--- config.mk ---
export PLATFORM = sky130hd
export DESIGN_NAME = serial2tcp_tx_arbiter_flat
export DESIGN_NICKNAME = d
export VERILOG_FILES = /design/src/rtl/serial2tcp_pkg.sv /design/src/rtl/serial2tcp_tx_arbiter_if.sv /design/src/rtl/serial2tcp_rr_pick.sv /design/src/rtl/serial2tcp_tx_arbiter.sv /design/src/flat_wrapper.sv
export SDC_FILE = /design/constraint.sdc
export NUM_CORES = 1
export LEC_CHECK = 0
export BUFFER_PORTS_ARGS = -buffer_cell sky130_fd_sc_hd__buf_2
export CAP_MARGIN = 40
export CORE_MARGIN = 2
export CORE_UTILIZATION = 51
export DETAILED_ROUTE_END_ITERATION = 12
export PLACE_DENSITY = 0.83
export SLEW_MARGIN = 20
export SYNTH_ARGS = -nofsm -noshare
export SYNTH_HDL_FRONTEND = slang
export SYNTH_SLANG_ARGS = --single-unit
export TNS_END_PERCENT = 100
--- constraint.sdc ---
create_clock -name sys_clk -period 3.13 [get_ports sys_clk]
set_input_delay 0.626 -clock sys_clk [delete_from_list [all_inputs] [get_ports sys_clk]]
set_output_delay 0.626 -clock sys_clk [all_outputs]
set_load 0.1 [all_outputs]
--- src/rtl/serial2tcp_pkg.sv ---
// Shared types and helpers for the serial2tcp TX arbiter.
//   arb_state_t       : arbiter FSM state encoding
//   HDR_MAGIC_DEFAULT : default upper nibble of the burst header byte
//   clog2()           : constant-function ceil(log2(value))
package serial2tcp_pkg;

    typedef enum logic [1:0] {
        IDLE = 2'd0,
        HDR  = 2'd1,
        DATA = 2'd2
    } arb_state_t;

    localparam logic [3:0] HDR_MAGIC_DEFAULT = 4'hA;

    function automatic int unsigned clog2(input int unsigned value);
        int unsigned result;
        result = 0;
        while ((64'd1 << result) < 64'(value)) begin
            result = result + 1;
        end
        return result;
    endfunction

endpackage

--- src/rtl/serial2tcp_tx_arbiter_if.sv ---
// Byte-stream bundle between NUM_REQ producers, the arbiter and the serial2tcp source port.
//   req_valid/req_ready/req_data : per-requester streams, requester i at req_data[8i+7:8i]
//   serial2tcp_source_*          : merged stream toward the TCP host
// modport slave  : the arbiter side (accepts requests, drives the source port)
// modport master : the environment side (producers and TCP sink)
interface serial2tcp_tx_arbiter_if #(
    parameter int unsigned NUM_REQ = 4
);
    logic [NUM_REQ-1:0]   req_valid;
    logic [NUM_REQ-1:0]   req_ready;
    logic [8*NUM_REQ-1:0] req_data;
    logic                 serial2tcp_source_valid;
    logic                 serial2tcp_source_ready;
    logic [7:0]           serial2tcp_source_data;

    modport slave (
        input  req_valid, req_data, serial2tcp_source_ready,
        output req_ready, serial2tcp_source_valid, serial2tcp_source_data
    );

    modport master (
        output req_valid, req_data, serial2tcp_source_ready,
        input  req_ready, serial2tcp_source_valid, serial2tcp_source_data
    );

endinterface

--- src/rtl/serial2tcp_rr_pick.sv ---
// Combinational round-robin picker.
//   req  : request vector, one bit per requester
//   last : most recently granted index; search starts at last+1 and wraps
//   any  : at least one request is set
//   idx  : first requesting index found
module serial2tcp_rr_pick #(
    parameter int unsigned NUM_REQ = 4
) (
    input  logic [NUM_REQ-1:0] req,
    input  logic [3:0]         last,
    output logic               any,
    output logic [3:0]         idx
);

    logic [15:0] req_ext;
    logic [4:0]  cand;

    always_comb begin
        req_ext = 16'(req);
        any     = 1'b0;
        idx     = '0;
        cand    = '0;
        // k = NUM_REQ reaches last itself, so the previous grantee is checked last.
        for (int k = 1; k <= int'(NUM_REQ); k++) begin
            cand = 5'(last) + 5'(k);
            if (cand >= 5'(NUM_REQ)) begin
                cand = cand - 5'(NUM_REQ);
            end
            if (!any && req_ext[cand[3:0]]) begin
                any = 1'b1;
                idx = cand[3:0];
            end
        end
    end

endmodule

--- src/rtl/serial2tcp_tx_arbiter.sv ---
// Round-robin arbiter sharing the serial2tcp source byte stream between NUM_REQ requesters.
// Each grant carries at most MAX_BURST payload bytes, optionally preceded by a header byte
// {HDR_MAGIC, grant_id} so the host can demultiplex the stream.
//   sys_clk, sys_rst_n : clock, asynchronous active-low reset
//   bus (slave)        : requester streams in, serial2tcp source stream out
//   busy               : high while in HDR or DATA
//   grant_id           : current or most recent grantee
module serial2tcp_tx_arbiter
    import serial2tcp_pkg::*;
#(
    parameter int unsigned NUM_REQ   = 4,
    parameter int unsigned MAX_BURST = 16,
    parameter bit          HEADER_EN = 1'b1,
    parameter logic [3:0]  HDR_MAGIC = HDR_MAGIC_DEFAULT
) (
    input  logic                         sys_clk,
    input  logic                         sys_rst_n,
    serial2tcp_tx_arbiter_if.slave       bus,
    output logic                         busy,
    output logic [3:0]                   grant_id
);

    localparam int unsigned      CNT_W    = clog2(MAX_BURST + 1);
    localparam logic [CNT_W-1:0] CNT_LAST = CNT_W'(MAX_BURST - 1);

    arb_state_t       state_q;
    logic [3:0]       last_grant_q;
    logic [3:0]       grant_id_q;
    logic [CNT_W-1:0] cnt_q;

    logic             pick_any;
    logic [3:0]       pick_idx;

    logic [15:0]      valid_ext;
    logic [127:0]     data_ext;
    logic             g_valid;
    logic [7:0]       g_data;
    logic             src_valid;
    logic [7:0]       src_data;
    logic [NUM_REQ-1:0] ready_vec;

    serial2tcp_rr_pick #(
        .NUM_REQ(NUM_REQ)
    ) u_pick (
        .req (bus.req_valid),
        .last(last_grant_q),
        .any (pick_any),
        .idx (pick_idx)
    );

    // Granted requester's stream, widened so a 4-bit grant index can address it directly.
    always_comb begin
        valid_ext = 16'(bus.req_valid);
        data_ext  = 128'(bus.req_data);
        g_valid   = valid_ext[grant_id_q];
        g_data    = data_ext[{grant_id_q, 3'b000} +: 8];
    end

    // Output muxes: IDLE drives zeros, HDR the header, DATA a pass-through of the grantee.
    always_comb begin
        src_valid = 1'b0;
        src_data  = '0;
        ready_vec = '0;
        case (state_q)
            HDR: begin
                src_valid = 1'b1;
                src_data  = {HDR_MAGIC, grant_id_q};
            end
            DATA: begin
                src_valid = g_valid;
                src_data  = g_valid ? g_data : 8'h00;
                for (int i = 0; i < int'(NUM_REQ); i++) begin
                    ready_vec[i] = (4'(i) == grant_id_q) && bus.serial2tcp_source_ready;
                end
            end
            default: ;
        endcase
    end

    assign bus.serial2tcp_source_valid = src_valid;
    assign bus.serial2tcp_source_data  = src_data;
    assign bus.req_ready               = ready_vec;
    assign busy                        = (state_q != IDLE);
    assign grant_id                    = grant_id_q;

    always_ff @(posedge sys_clk or negedge sys_rst_n) begin
        if (!sys_rst_n) begin
            state_q      <= IDLE;
            last_grant_q <= 4'(NUM_REQ - 1);
            grant_id_q   <= '0;
            cnt_q        <= '0;
        end else begin
            case (state_q)
                IDLE: begin
                    if (pick_any) begin
                        grant_id_q   <= pick_idx;
                        last_grant_q <= pick_idx;
                        cnt_q        <= '0;
                        state_q      <= HEADER_EN ? HDR : DATA;
                    end
                end
                HDR: begin
                    if (bus.serial2tcp_source_ready) begin
                        state_q <= DATA;
                    end
                end
                DATA: begin
                    if (g_valid && bus.serial2tcp_source_ready) begin
                        // Leave on the last byte without incrementing, so cnt stays below MAX_BURST.
                        if (cnt_q == CNT_LAST) begin
                            state_q <= IDLE;
                        end else begin
                            cnt_q <= cnt_q + 1'b1;
                        end
                    end else if (!g_valid && (cnt_q != '0)) begin
                        // Grantee went idle mid-burst: release the stream early.
                        state_q <= IDLE;
                    end
                end
                default: state_q <= IDLE;
            endcase
        end
    end

endmodule

--- src/flat_wrapper.sv ---
// flat-port wrapper written by rule: the top's interface ports become plain ports
module serial2tcp_tx_arbiter_flat import serial2tcp_pkg::*;
#(
    parameter int unsigned NUM_REQ   = 4,
    parameter int unsigned MAX_BURST = 16,
    parameter bit          HEADER_EN = 1'b1,
    parameter logic [3:0]  HDR_MAGIC = HDR_MAGIC_DEFAULT
)
  (sys_clk, sys_rst_n, busy, grant_id, bus_req_valid, bus_req_data, bus_serial2tcp_source_ready, bus_req_ready, bus_serial2tcp_source_valid, bus_serial2tcp_source_data);
  serial2tcp_tx_arbiter_if #(.NUM_REQ(NUM_REQ)) bus_i ();
  input  logic sys_clk;
  input  logic sys_rst_n;
  output logic busy;
  output logic [3:0] grant_id;
  input wire logic [$bits(bus_i.req_valid)-1:0] bus_req_valid;
  input wire logic [$bits(bus_i.req_data)-1:0] bus_req_data;
  input wire logic [$bits(bus_i.serial2tcp_source_ready)-1:0] bus_serial2tcp_source_ready;
  output wire logic [$bits(bus_i.req_ready)-1:0] bus_req_ready;
  output wire logic [$bits(bus_i.serial2tcp_source_valid)-1:0] bus_serial2tcp_source_valid;
  output wire logic [$bits(bus_i.serial2tcp_source_data)-1:0] bus_serial2tcp_source_data;
  assign bus_i.req_valid = bus_req_valid;
  assign bus_i.req_data = bus_req_data;
  assign bus_i.serial2tcp_source_ready = bus_serial2tcp_source_ready;
  assign bus_req_ready = bus_i.req_ready;
  assign bus_serial2tcp_source_valid = bus_i.serial2tcp_source_valid;
  assign bus_serial2tcp_source_data = bus_i.serial2tcp_source_data;
  serial2tcp_tx_arbiter #(.NUM_REQ(NUM_REQ), .MAX_BURST(MAX_BURST), .HEADER_EN(HEADER_EN), .HDR_MAGIC(HDR_MAGIC)) u_core (.sys_clk(sys_clk), .sys_rst_n(sys_rst_n), .bus(bus_i), .busy(busy), .grant_id(grant_id));
endmodule
=== Yosys cells after proc, flatten, opt, wreduce, memory -nomap -nowiden ===
Index checks and enable logic that the tools add are counted.

* Register bits: 15
* Input bits: 39
* Output and inout port bits: 18
* Logic and storage cells: 92

* Add/subtract/negate cells: 9
* Order comparisons: 9
* Eq/ne operators: 12
* Shift operators: 1
* Mux-type cells: 36
* Reductions and logical operators: 21

{| class="wikitable"
|+ Operators with widths
! kind !! count
|-
| 128-bit by 8-bit indexed part select with 8-bit output || 1
|-
| 4-bit two-way mux || 9
|-
| 4-bit by 5-bit less-than comparator with 1-bit output, second input constant || 5
|-
| 1-bit binary-select mux with 4-bit select || 5
|-
| 5-bit by 3-bit >= comparator with 1-bit output, second input constant || 4
|-
| 8-bit one-hot mux with 2 select lines || 1
|-
| 4-bit by 3-bit subtractor with 4-bit output, second input constant || 4
|-
| 5-bit two-way mux || 3
|-
| 4-bit by 2-bit adder with 5-bit output, second input constant || 2
|-
| 2-bit two-way mux || 5
|-
| 5-bit one-hot mux with 2 select lines || 1
|-
| 1-bit logical AND || 9
|-
| 1-bit two-way mux || 9
|-
| 2-bit by 4-bit equality test with 1-bit output, first input constant || 2
|-
| 8-bit two-way mux || 1
|-
| 4-bit AND reduction || 2
|-
| 2-bit one-hot mux with 3 select lines || 1
|-
| 4-bit by 1-bit adder with 5-bit output, second input constant || 1
|-
| 4-bit by 3-bit adder with 5-bit output, second input constant || 1
|-
| 5-bit by 1-bit adder with 5-bit output, second input constant || 1
|-
| 5-bit by 4-bit equality test with 1-bit output, second input constant || 1
|-
| 5-bit nonzero test || 1
|-
| 1-bit by 4-bit equality test with 1-bit output, first input constant || 1
|-
| 1-bit zero test || 4
|-
| 11 further kinds || 14
|}

=== Depth between registers and ports, before layout ===
Gate-level depths: netlist of run 1.

* Depth in word-level cells: 17
* Gate-level depth with buffers: 11
* Mapped depth without buffers: 11

=== By module ===
A second synthesis of run 1 with hierarchy kept.

* Cells, all modules: 186
* Area total of the unflattened synthesis: 1848.0 µm²

{| class="wikitable"
|+ Modules (own cells, without submodules)
! module !! instances !! cells an instance !! area each (µm²) !! sequential area each (µm²)
|-
| serial2tcp_tx_arbiter || 1 || 111 || 1166.1 || 327.8
|-
| serial2tcp_rr_pick || 1 || 75 || 681.9 || 0.0
|}

=== Least setup slack after synthesis of run 1 ===
OpenSTA, ideal clock, no wires.

* Path type: register to output
* Start point: reg u_core.grant_id_q[0], in the netlist u_core.grant_id[0]
* End point: out bus_serial2tcp_source_data[0]
* Data arrival time: 3.762 ns
* Data required time: 2.504 ns
* Slack: -1.258 ns
* Stages on the path, launching flop included: 5
* Buffers on the path: 1
* Path through: dfrtp_1 -> buf_6 -> mux4_2 -> nand4_1 -> o21ai_0

* Word-level cells in the longest chain between the ends: 4
* Elaborated cells between the ends (all ways): 5
* Those cells by class: shift: 1; mux: 4

{| class="wikitable"
|+ Ends and longest elaborated chain
! element !! line !! source
|-
| start: declaration || serial2tcp_tx_arbiter.sv:28 || <nowiki>logic [3:0] grant_id_q;</nowiki>
|-
| start signal: assignment || serial2tcp_tx_arbiter.sv:96 || <nowiki>grant_id_q <= pick_idx;</nowiki>
|-
| branches (longest 3 deep; another with 128-bit by 8-bit indexed part select with 8-bit output) || -- ||
|-
| 8-bit one-hot mux with 2 select lines * || serial2tcp_tx_arbiter.sv:64 || <nowiki>case (state_q)</nowiki>
|-
| end: declaration || flat_wrapper.sv:20 || <nowiki>output wire logic [$bits(bus_i.serial2tcp_source_data)-1:0] bus_serial2tcp_source_data;</nowiki>
|}

Every way passes the cells marked *. The select of a mux whose other input is x is not followed.

=== Worst setup path in the final report of run 1 ===
* Start point: reg u_core.state_q[0]
* End point: out bus_serial2tcp_source_data[4]

* Word-level cells in the longest chain between the ends: 2
* Elaborated cells between the ends (all ways): 3
* Those cells by class: eq/ne: 2; mux: 1

{| class="wikitable"
|+ Ends and longest elaborated chain
! element !! line !! source
|-
| start: declaration || serial2tcp_tx_arbiter.sv:26 || <nowiki>arb_state_t state_q;</nowiki>
|-
| start signal: assignment || serial2tcp_tx_arbiter.sv:99 || <nowiki>state_q <= HEADER_EN ? HDR : DATA;</nowiki>
|-
| 2-bit equality test or 2-bit by 1-bit equality test with 1-bit output (tied branches) || serial2tcp_tx_arbiter.sv:64 ||
|-
| 8-bit one-hot mux with 2 select lines * || serial2tcp_tx_arbiter.sv:64 ||
|}

Every way passes the cells marked *; elsewhere a longest branch is shown, timed or not.

==> flow_metrics.env, run 1 <==
export IMPL_run_status="complete, no violations"
export IMPL_setup_worst_path_start_class="flop"
export IMPL_setup_tns_ns=0
export IMPL_cp_required_ns=2.50
export IMPL_synth_commonest_cells="ha_1, nand2_1, inv_1"
export IMPL_ys_warnings_count=0
export IMPL_grt_max_degree=17
export IMPL_worstSkewPairLatency_ns=0.29
export IMPL_slew_viol_final=0
export IMPL_slew_limit_headroom_pct=65.6
export IMPL_setup_viol=0
export IMPL_die_h_um=61.3
export IMPL_fillers=269
export IMPL_grt_pass1_wl_um=5810
export IMPL_die_w_um=61.3
export IMPL_cts_root_buf="clkbuf_4"
export IMPL_postSynthAreaPerCell_um2=9.18
export IMPL_finalCritPeriodShare_pct=96.2
export IMPL_cts_hold_buf=0
export IMPL_worst_setup_path_type="flop to output pin"
export IMPL_floorplan_initialDensity_pct=54.3
export IMPL_synth_cells=182
export IMPL_die_area_um2=3750
export IMPL_vias=1520
export IMPL_cts_tree="built"
export IMPL_drc_errors=0
export IMPL_row_count=20
export IMPL_placed_area_um2=2020
export IMPL_area_delta_synth_final_pct=22.3
export IMPL_hold_viol_final=0
export IMPL_ir_worst_vdd_mv=0.410
export IMPL_stdcell_area_um2=2040
export IMPL_synth_async_reset_ratio_pct=100
export IMPL_cts_clk_slew_worst_paths_ns=0.08
export IMPL_synth_most_common_cell="ha_1"
export IMPL_cellPowerDensity_nw_per_um2=1060
export IMPL_cp_arrival_ns=2.39
export IMPL_grt_setup_unrepaired="false"
export IMPL_synth_top_cell_area_share_pct=16.5
export IMPL_syn_area_um2=1670
export IMPL_syn_nets=242
export IMPL_synth_seq_cells=13
export IMPL_cts_sinks=13
export IMPL_seq_area_frac_synth_pct=19.6
export IMPL_wl_per_cell_um=13.4
export IMPL_max_cap_violations=0
export IMPL_wirelength_um=3770
export IMPL_place_gp_congestion=0.834
export IMPL_dr_pass1_iters=4
export IMPL_ant_nets=0
export IMPL_post_cts_buffers=0
export IMPL_num_io_pins=57
export IMPL_grt_pass1_vias=1413
export IMPL_synth_area_leaders="dfrtp_1, ha_1, mux4_2, nand2_1, inv_1"
export IMPL_hpwl_um=3170
export IMPL_hold_path_class="input port to asynchronous set/reset pin"
export IMPL_via_per_inst=5.41
export IMPL_synth_edff_count=0
export IMPL_cts_made_buffers=3
export IMPL_leakage_uw=0.000987
export IMPL_cts_repair_resized=0
export IMPL_cts_htree_levels=1
export IMPL_grt_usage_pct=20.6
export IMPL_drive_gt1_share_pct=40.5
export IMPL_diodes=0
export IMPL_io_buffer_count=56
export IMPL_grt_ovfl_total=0
export IMPL_place_inst=277
export IMPL_clockBufferDepth=2
export IMPL_crit_path_max_fanout=8
export IMPL_period_minus_slack_ns=3.01
export IMPL_synth_distinct_cells=48
export IMPL_synth_main_ff_cell="dfrtp_1"
export IMPL_worstMarginPinSlew_ns=0.515
export IMPL_clock_skew_final_ns=0.00863
export IMPL_yosys_area_top_type="dfrtp_1"
export IMPL_drt_iter0_markers=74
export IMPL_antenna_found_initial=0
export IMPL_crit_path_end_kind="output pin"
export IMPL_finalNetCount=298
export IMPL_layout_cells_non_filler=281
export IMPL_fmax_mhz=332
export IMPL_core_region_area_um2=3080
export IMPL_hold_slack_ns=0.212
## metal layers
| metal | track usage (%) | part of all wire, % | vias up | routed length [µm] |
|---|---|---|---|---|
| li1 | - | - | 761 | - |
| met1 | 20.6 | 39 | 700 | 1460 |
| met2 | 41.3 | 50 | 55 | 1890 |
| met3 | 5.25 | 9.8 | 4 | 369 |
| met4 | 5.59 | 1.1 | 0 | 43 |
| met5 | 0 | 0 | - | 0 |
## worst paths after layout
path,cells after the start,start,slack [ns],endpoint
min reg2reg,1,u_core.state_q[1]$_DFFE_PN0P_,0.53,u_core.state_q[1]$_DFFE_PN0P_
max,5,u_core.state_q[0]$_DFFE_PN0P_,0.12,bus_serial2tcp_source_data[4]
max in group asynchronous,1,sys_rst_n,2.62,u_core.last_grant_q[0]$_DFFE_PN1P_
min in group sys_clk,1,u_core.state_q[1]$_DFFE_PN0P_,0.53,u_core.state_q[1]$_DFFE_PN0P_
min,1,sys_rst_n,0.21,u_core.state_q[0]$_DFFE_PN0P_
max reg2reg,10,u_core.last_grant_q[1]$_DFFE_PN1P_,0.39,u_core.state_q[1]$_DFFE_PN0P_
## placed cells by master, fill, tap and decap left out, types with 4 or more instances in the layout
cell	n
buf_2	56
a21oi_1	6
dfrtp_1	9
mux4_2	9
inv_1	18
nand2_1	18
ha_1	21
nor2b_1	4
nor2_1	6
mux2i_1	4
o21ai_0	7
nand3_1	5
xnor2_1	4
mux2_1	4
## critical path, stage by stage, from the launching register on
cell and delay (ns):
dfrtp_1 0.42, inv_1 0.09, ha_1 0.33, nand4_1 0.48, nor2b_2 0.31, buf_2 0.46
## stage by stage
step                      worst slack, ns  power, µW  util, %
after floorplan                    0.0255       1800        -
after global placement              0.383       2040     65.6
after detailed placement            0.330       2080     65.6
after CTS                           0.135       2190     66.4
after global routing               0.0224       2360     66.4
final                               0.118       2180     66.4
## cells by family after synthesis
family,count (synthesis),share of synthesized area (%)
AND/OR/NAND/NOR,55,16.6
buffers and inverters,27,7.63
adder cells (fa/ha/maj),21,15.7
multiplexers,18,17.9
flip-flops,13,19.6
AO/OA/AOI/OAI,41,18.0
XOR/XNOR,7,4.57
## flip-flops by register name, indices dropped and copies added (netlist names)
signal               count
u_core.cnt_q             5
u_core.last_grant_q      2
u_core.state_q           2
u_core.grant_id          4
## layout make-up
type                            count  area, µm²  share of cell area [%]
Clock buffer                        4       26.3                    1.29
Inverter                           19       71.3                    3.49
Multi-Input combinational cell    142       1260                    61.6
Sequential cell                    13        330                    16.2
Tap cell                           44       55.1                    2.69
Timing Repair Buffer               59        303                    14.8
## report_power, final
| part | leakage, µW | switching, µW | total (µW) | internal [µW] |
|---|---|---|---|---|
| sequential | 0.000165 | 98.1 | 331 | 232 |
| clock | 0.0000150 | 56.6 | 106 | 49.6 |
| combinational | 0.000807 | 1130 | 1740 | 604 |
| total | 0.000987 | 1290 | 2180 | 886 |
Power figures use the tool's default switching activity.
==> run 2: changes to the inputs <==
CORE_UTILIZATION = 52   (was 51)
SYNTH_HIERARCHICAL = 1   (was default)
==> run 2 against run 1 <==
- non-clock buffer count rose by 7
- first-iteration DRC count rose by 9.5%
- global-route usage rose by 2.7 points
- design area rose by 19%
- area after synthesis rose by 11%
==> flow_metrics.env, run 2 <==
export IMPL_run_status="complete, no violations"
export IMPL_ant_nets=0
export IMPL_antenna_found_initial=0
export IMPL_finalCritPeriodShare_pct=97.8
export IMPL_row_count=21
export IMPL_postSynthAreaPerCell_um2=9.94
export IMPL_ys_warnings_count=6
export IMPL_drt_iter0_markers=81
export IMPL_hpwl_um=3740
export IMPL_worst_path_stages=11
export IMPL_floorplan_initialDensity_pct=54.9
export IMPL_vias=1702
export IMPL_yosys_area_top_type="dfrtp_1"
export IMPL_slew_viol_final=0
export IMPL_drc_errors=0
export IMPL_cp_cell_sequence="ha_2 > xnor2_1 > ha_2 > nand2_8 > a31o_1 > o21a_2 > nand2b_4 > or3_4 > nor2_1 > nor4_4 > mux2_4"
export IMPL_hold_path_class="input port to asynchronous set/reset pin"
export IMPL_place_gp_congestion=0.802
export IMPL_grt_setup_unrepaired="true"
export IMPL_drive_gt1_share_pct=49.4
export IMPL_synth_commonest_cells="ha_1, inv_1, dfrtp_1, nand2_1, nor2_1"
export IMPL_crit_family="simple AND/OR/NAND/NOR gates"
export IMPL_grt_ovfl_total=0
export IMPL_dr_pass1_iters=4
export IMPL_area_delta_synth_final_pct=31.8
export IMPL_syn_area_um2=1850
export IMPL_clock_skew_final_ns=0.000635
export IMPL_wl_per_cell_um=17.0
export IMPL_grt_pass1_vias=1610
export IMPL_grt_max_degree=16
export IMPL_cts_root_buf="clkbuf_4"
export IMPL_synth_main_ff_cell="dfrtp_1"
export IMPL_setup_viol=0
export IMPL_largestRegisters="u_core/cnt_q (5), u_core/last_grant_q (4)"
export IMPL_crit_path_max_fanout=6
export IMPL_path_common_cell="ha_2"
export IMPL_cts_sinks=13
export IMPL_largest_register_ffs=5
export IMPL_synth_most_common_cell="ha_1"
export IMPL_period_minus_slack_ns=3.06
export IMPL_core_region_area_um2=3360
export IMPL_cts_clk_slew_worst_paths_ns=0.08
export IMPL_cts_tree="built"
export IMPL_synth_distinct_cells=58
export IMPL_slowest_stage="dfstp_2"
export IMPL_layout_commonest_cell="buf_2"
export IMPL_final_cell_mix="buf_2, ha_1, inv_1"
export IMPL_grt_pass1_wl_um=7430
export IMPL_synth_edff_count=0
export IMPL_io_buffer_count=56
export IMPL_cp_required_ns=3.29
export IMPL_hold_viol_final=0
export IMPL_grt_usage_pct=23.3
export IMPL_cts_hold_buf=0
export IMPL_die_w_um=63.6
export IMPL_cp_buffers_inverters=0
export IMPL_ff2ff_path_depth=11
export IMPL_setup_worst_path_start_class="flop"
export IMPL_cts_htree_levels=1
export IMPL_fmax_mhz=327
export IMPL_die_h_um=63.6
export IMPL_crit_path_end_kind="flop"
export IMPL_slowest_delay_ns=0.58
export IMPL_cts_made_buffers=3
export IMPL_via_per_inst=5.85
export IMPL_num_io_pins=57
export IMPL_diodes=0
export IMPL_die_area_um2=4050
export IMPL_fin_util_pct=72.4
export IMPL_worst_setup_path_type="flop to flop"
export IMPL_finalNetCount=306
export IMPL_clockBufferDepth=2
export IMPL_synth_top_cell_area_share_pct=14.9
export IMPL_regMostFlops="u_core/cnt_q"
export IMPL_seq_area_frac_synth_pct=17.7
export IMPL_max_cap_violations=0
export IMPL_synth_seq_cells=13
export IMPL_wirelength_um=4940
export IMPL_synth_async_reset_ratio_pct=100
export IMPL_worstSkewPairLatency_ns=0.27
export IMPL_cp_arrival_ns=3.22
export IMPL_synth_cells=186
export IMPL_synth_area_leaders="dfrtp_1, ha_1, mux4_2, mux4_1, mux2i_1"
-- run 2: worst reg2reg max path: stages, from the launching register on --
cell	delay [ns]
dfstp_2	0.58
ha_2	0.25
xnor2_1	0.17
ha_2	0.28
nand2_8	0.05
a31o_1	0.24
o21a_2	0.14
nand2b_4	0.14
or3_4	0.40
nor2_1	0.26
nor4_4	0.11
mux2_4	0.31
-- run 2: kinds of logic after synthesis --
logic type,Yosys count,synth area share (%)
simple gates,58,19.6
compound gates,37,17.8
buf+inv,29,7.65
fa+ha+maj,21,14.2
mux,20,18.6
flops,13,17.7
xor+xnor,7,4.13
other cells,1,0.203
-- run 2: path summary, 6_finish.rpt --
check                                                   start                                  to  slack (ns)
hold reg to reg                   u_core/cnt_q[2]$_DFFE_PN0P_         u_core/cnt_q[2]$_DFFE_PN0P_        0.52
setup / recovery           u_core/last_grant_q[1]$_DFFE_PN1P_       u_core/state_q[1]$_DFFE_PN0P_        0.07
setup reg to reg           u_core/last_grant_q[1]$_DFFE_PN1P_       u_core/state_q[1]$_DFFE_PN0P_        0.07
max in group asynchronous                           sys_rst_n  u_core/last_grant_q[0]$_DFFE_PN1P_        2.61
min in group sys_clk              u_core/cnt_q[2]$_DFFE_PN0P_         u_core/cnt_q[2]$_DFFE_PN0P_        0.52
hold / removal                                      sys_rst_n         u_core/cnt_q[0]$_DFFE_PN0P_        0.23
-- run 2: layer usage --
metal | GRT usage, % | part of all wire, % | vias to the layer above
met4 | 2.99 | 1.1 | 0
li1 | - | - | 800
met2 | 44.6 | 53 | 62
met1 | 26.4 | 39 | 834
met5 | 0 | 0 | -
met3 | 5.71 | 6.4 | 6
-- run 2: area by class of cell --
| class | count | area (µm²) |
|---|---|---|
| well taps | 46 | 57.6 |
| flip-flops and latches | 13 | 329 |
| clock buffers | 4 | 26.3 |
| repair buffers | 66 | 490 |
| fillers | 239 | 928 |
| inverters | 17 | 63.8 |
| multi-input cells | 145 | 1470 |
-- run 2: repair_timing --
| item | in CTS | in global routing |
|---|---|---|
| gates resized for setup | 0 | 11 |
| buffers inserted | 0 | 1 |
| setup endpoints to repair | 0 | 5 |
-- run 2: through the flow --
step | setup WS [ns] | instance area (µm²) | hold WS [ns] | TNS, ns | std cells
2_1_floorplan | -0.347 | 1880 | 0.330 | -0.394 | 187
3_3_place_gp | 0.169 | 2350 | 0.497 | 0 | 286
3_5_place_dp | 0.0802 | 2350 | 0.506 | 0 | 286
4_1_cts | 0.0107 | 2370 | 0.230 | 0 | 290
5_1_grt | -0.0541 | 2430 | 0.225 | -0.102 | 291
6_report | 0.0695 | 2430 | 0.230 | 0 | 291
Power of run 2 is not shown: default switching activity piles up to over one toggle a cycle in this logic, so the estimate is an artifact.
==> run 3: changes to the inputs <==
REMOVE_ABC_BUFFERS = 1   (was default)
==> run 3 against run 2 <==
- cell count is 1.4% higher
- wire length is 6.3% lower
- count of clock-buffer cells in the layout is 1 lower
- design area is 1.1% lower
- core utilization is 0.78 points lower
- clock skew is 0.0023 ns higher
- sequential cell count stayed put
- hold slack worse by 0.033 ns
- worst setup slack better by 0.045 ns
- die area stayed put
- critical endpoint is now u_core/cnt_q[3]$_DFFE_PN0P_
==> flow_metrics.env, run 3 (synthesis gave the netlist of run 2 again) <==
export IMPL_cts_sinks=13
export IMPL_grt_usage_pct=22.9
export IMPL_ant_nets=0
export IMPL_drive_gt1_share_pct=44.2
export IMPL_die_w_um=63.6
export IMPL_drc_errors=0
export IMPL_hold_path_class="input port to asynchronous set/reset pin"
export IMPL_cts_htree_levels=1
export IMPL_worstSkewPairLatency_ns=0.30
export IMPL_clockBufferDepth=2
export IMPL_cts_root_buf="clkbuf_4"
export IMPL_io_buffer_count=56
export IMPL_drt_iter0_markers=105
export IMPL_layout_commonest_cell="buf_2"
export IMPL_wl_per_cell_um=15.7
export IMPL_row_count=21
export IMPL_worst_setup_path_type="flop to flop"
export IMPL_core_region_area_um2=3360
export IMPL_clock_skew_final_ns=0.00293
export IMPL_regMostFlops="u_core/cnt_q"
export IMPL_antenna_found_initial=0
export IMPL_cp_required_ns=3.33
export IMPL_finalNetCount=310
export IMPL_cts_made_buffers=3
export IMPL_met1_usage_pct=27.2
export IMPL_busiest_layer="met2"
export IMPL_dr_pass1_iters=4
export IMPL_period_minus_slack_ns=3.02
export IMPL_largest_register_ffs=5
export IMPL_cp_buffers_inverters=2
export IMPL_hpwl_um=3630
export IMPL_slowest_delay_ns=0.59
export IMPL_grtUsageMet2_pct=40.4
export IMPL_cts_tree="built"
export IMPL_max_cap_violations=0
export IMPL_cts_clk_slew_worst_paths_ns=0.09
export IMPL_vias=1708
export IMPL_floorplan_initialDensity_pct=54.9
export IMPL_crit_family="simple AND/OR/NAND/NOR gates"
export IMPL_wirelength_um=4630
export IMPL_setup_worst_path_start_class="flop"
export IMPL_grt_ovfl_total=0
export IMPL_grt_pass1_vias=1613
export IMPL_run_status="complete, no violations"
export IMPL_num_io_pins=57
export IMPL_die_h_um=63.6
export IMPL_finalCritPeriodShare_pct=96.3
export IMPL_area_delta_synth_final_pct=30.3
export IMPL_largestRegisters="u_core/cnt_q (5), u_core/last_grant_q (4)"
export IMPL_slowest_stage="dfstp_2"
export IMPL_crit_path_max_fanout=6
export IMPL_cp_arrival_ns=3.21
export IMPL_place_gp_congestion=0.918
export IMPL_hold_viol_final=0
export IMPL_grt_max_degree=15
export IMPL_die_area_um2=4050
export IMPL_crit_path_end_kind="flop"
export IMPL_fmax_mhz=332
export IMPL_slew_viol_final=0
export IMPL_setup_viol=0
export IMPL_diodes=0
export IMPL_grt_pass1_wl_um=7400
export IMPL_use_met3_pct=4.82
export IMPL_via_per_inst=5.79
export IMPL_setup_slack_ns=0.114
export IMPL_dp_slack_ns=0.0809
export IMPL_final_cell_mix="buf_2, ha_1, inv_1"
export IMPL_cp_cell_sequence="inv_2 > ha_1 > xor2_2 > inv_1 > ha_1 > nor2_1 > o211ai_2 > nand2b_4 > or3_4 > nand2b_1 > and2_1 > nand4_1 > xor2_1 > nor2_1"
[run 3: per-layer routing]
| metal | routed length [µm] | share of wire (%) | up-vias |
|---|---|---|---|
| li1 | - | - | 809 |
| met1 | 1940 | 42 | 831 |
| met2 | 2330 | 50 | 62 |
| met3 | 296 | 6.4 | 6 |
| met4 | 70 | 1.5 | 0 |
| met5 | 0 | 0 | - |
[run 3: worst paths after layout]
kind / depth (start not counted) / start / slack (ns) / endpoint
max reg2reg: 14 / u_core/last_grant_q[0]$_DFFE_PN1P_ / 0.11 / u_core/cnt_q[3]$_DFFE_PN0P_
min reg2reg: 1 / u_core/cnt_q[2]$_DFFE_PN0P_ / 0.52 / u_core/cnt_q[2]$_DFFE_PN0P_
max: 14 / u_core/last_grant_q[0]$_DFFE_PN1P_ / 0.11 / u_core/cnt_q[3]$_DFFE_PN0P_
min: 1 / sys_rst_n / 0.20 / u_core/cnt_q[1]$_DFFE_PN0P_
max in group asynchronous: 1 / sys_rst_n / 2.65 / u_core/last_grant_q[1]$_DFFE_PN1P_
min in group sys_clk: 1 / u_core/cnt_q[2]$_DFFE_PN0P_ / 0.52 / u_core/cnt_q[2]$_DFFE_PN0P_
[run 3: final cells by class]
class	count	area (µm²)
multi-input combinational	145	1410
clock buffer	3	22.5
inverter	17	63.8
tap	46	57.6
clock inverter	1	5.00
fill	241	955
sequential	13	328
timing repair buffer	70	520
[run 3: timing repair]
action                                  in CTS  in global routing
buffers inserted                             0                  3
hold buffers                                 0                  0
resized for setup                            0                  6
endpoints found under the setup margin       0                  5
[run 3: stage by stage]
step | utilization (%) | instance area, µm² | std cells | TNS, ns | hold slack [ns]
CTS | 70.1 | 2360 | 292 | 0 | 0.197
global route | 71.6 | 2410 | 295 | -0.00580 | 0.217
global placement | 69.3 | 2330 | 288 | 0 | 0.493
finish | 71.6 | 2410 | 295 | 0 | 0.197
detailed placement | 69.3 | 2330 | 288 | 0 | 0.512
floorplan | - | 1770 | 175 | -11.75 | 0.330
Power of run 3 is left out for the same reason.
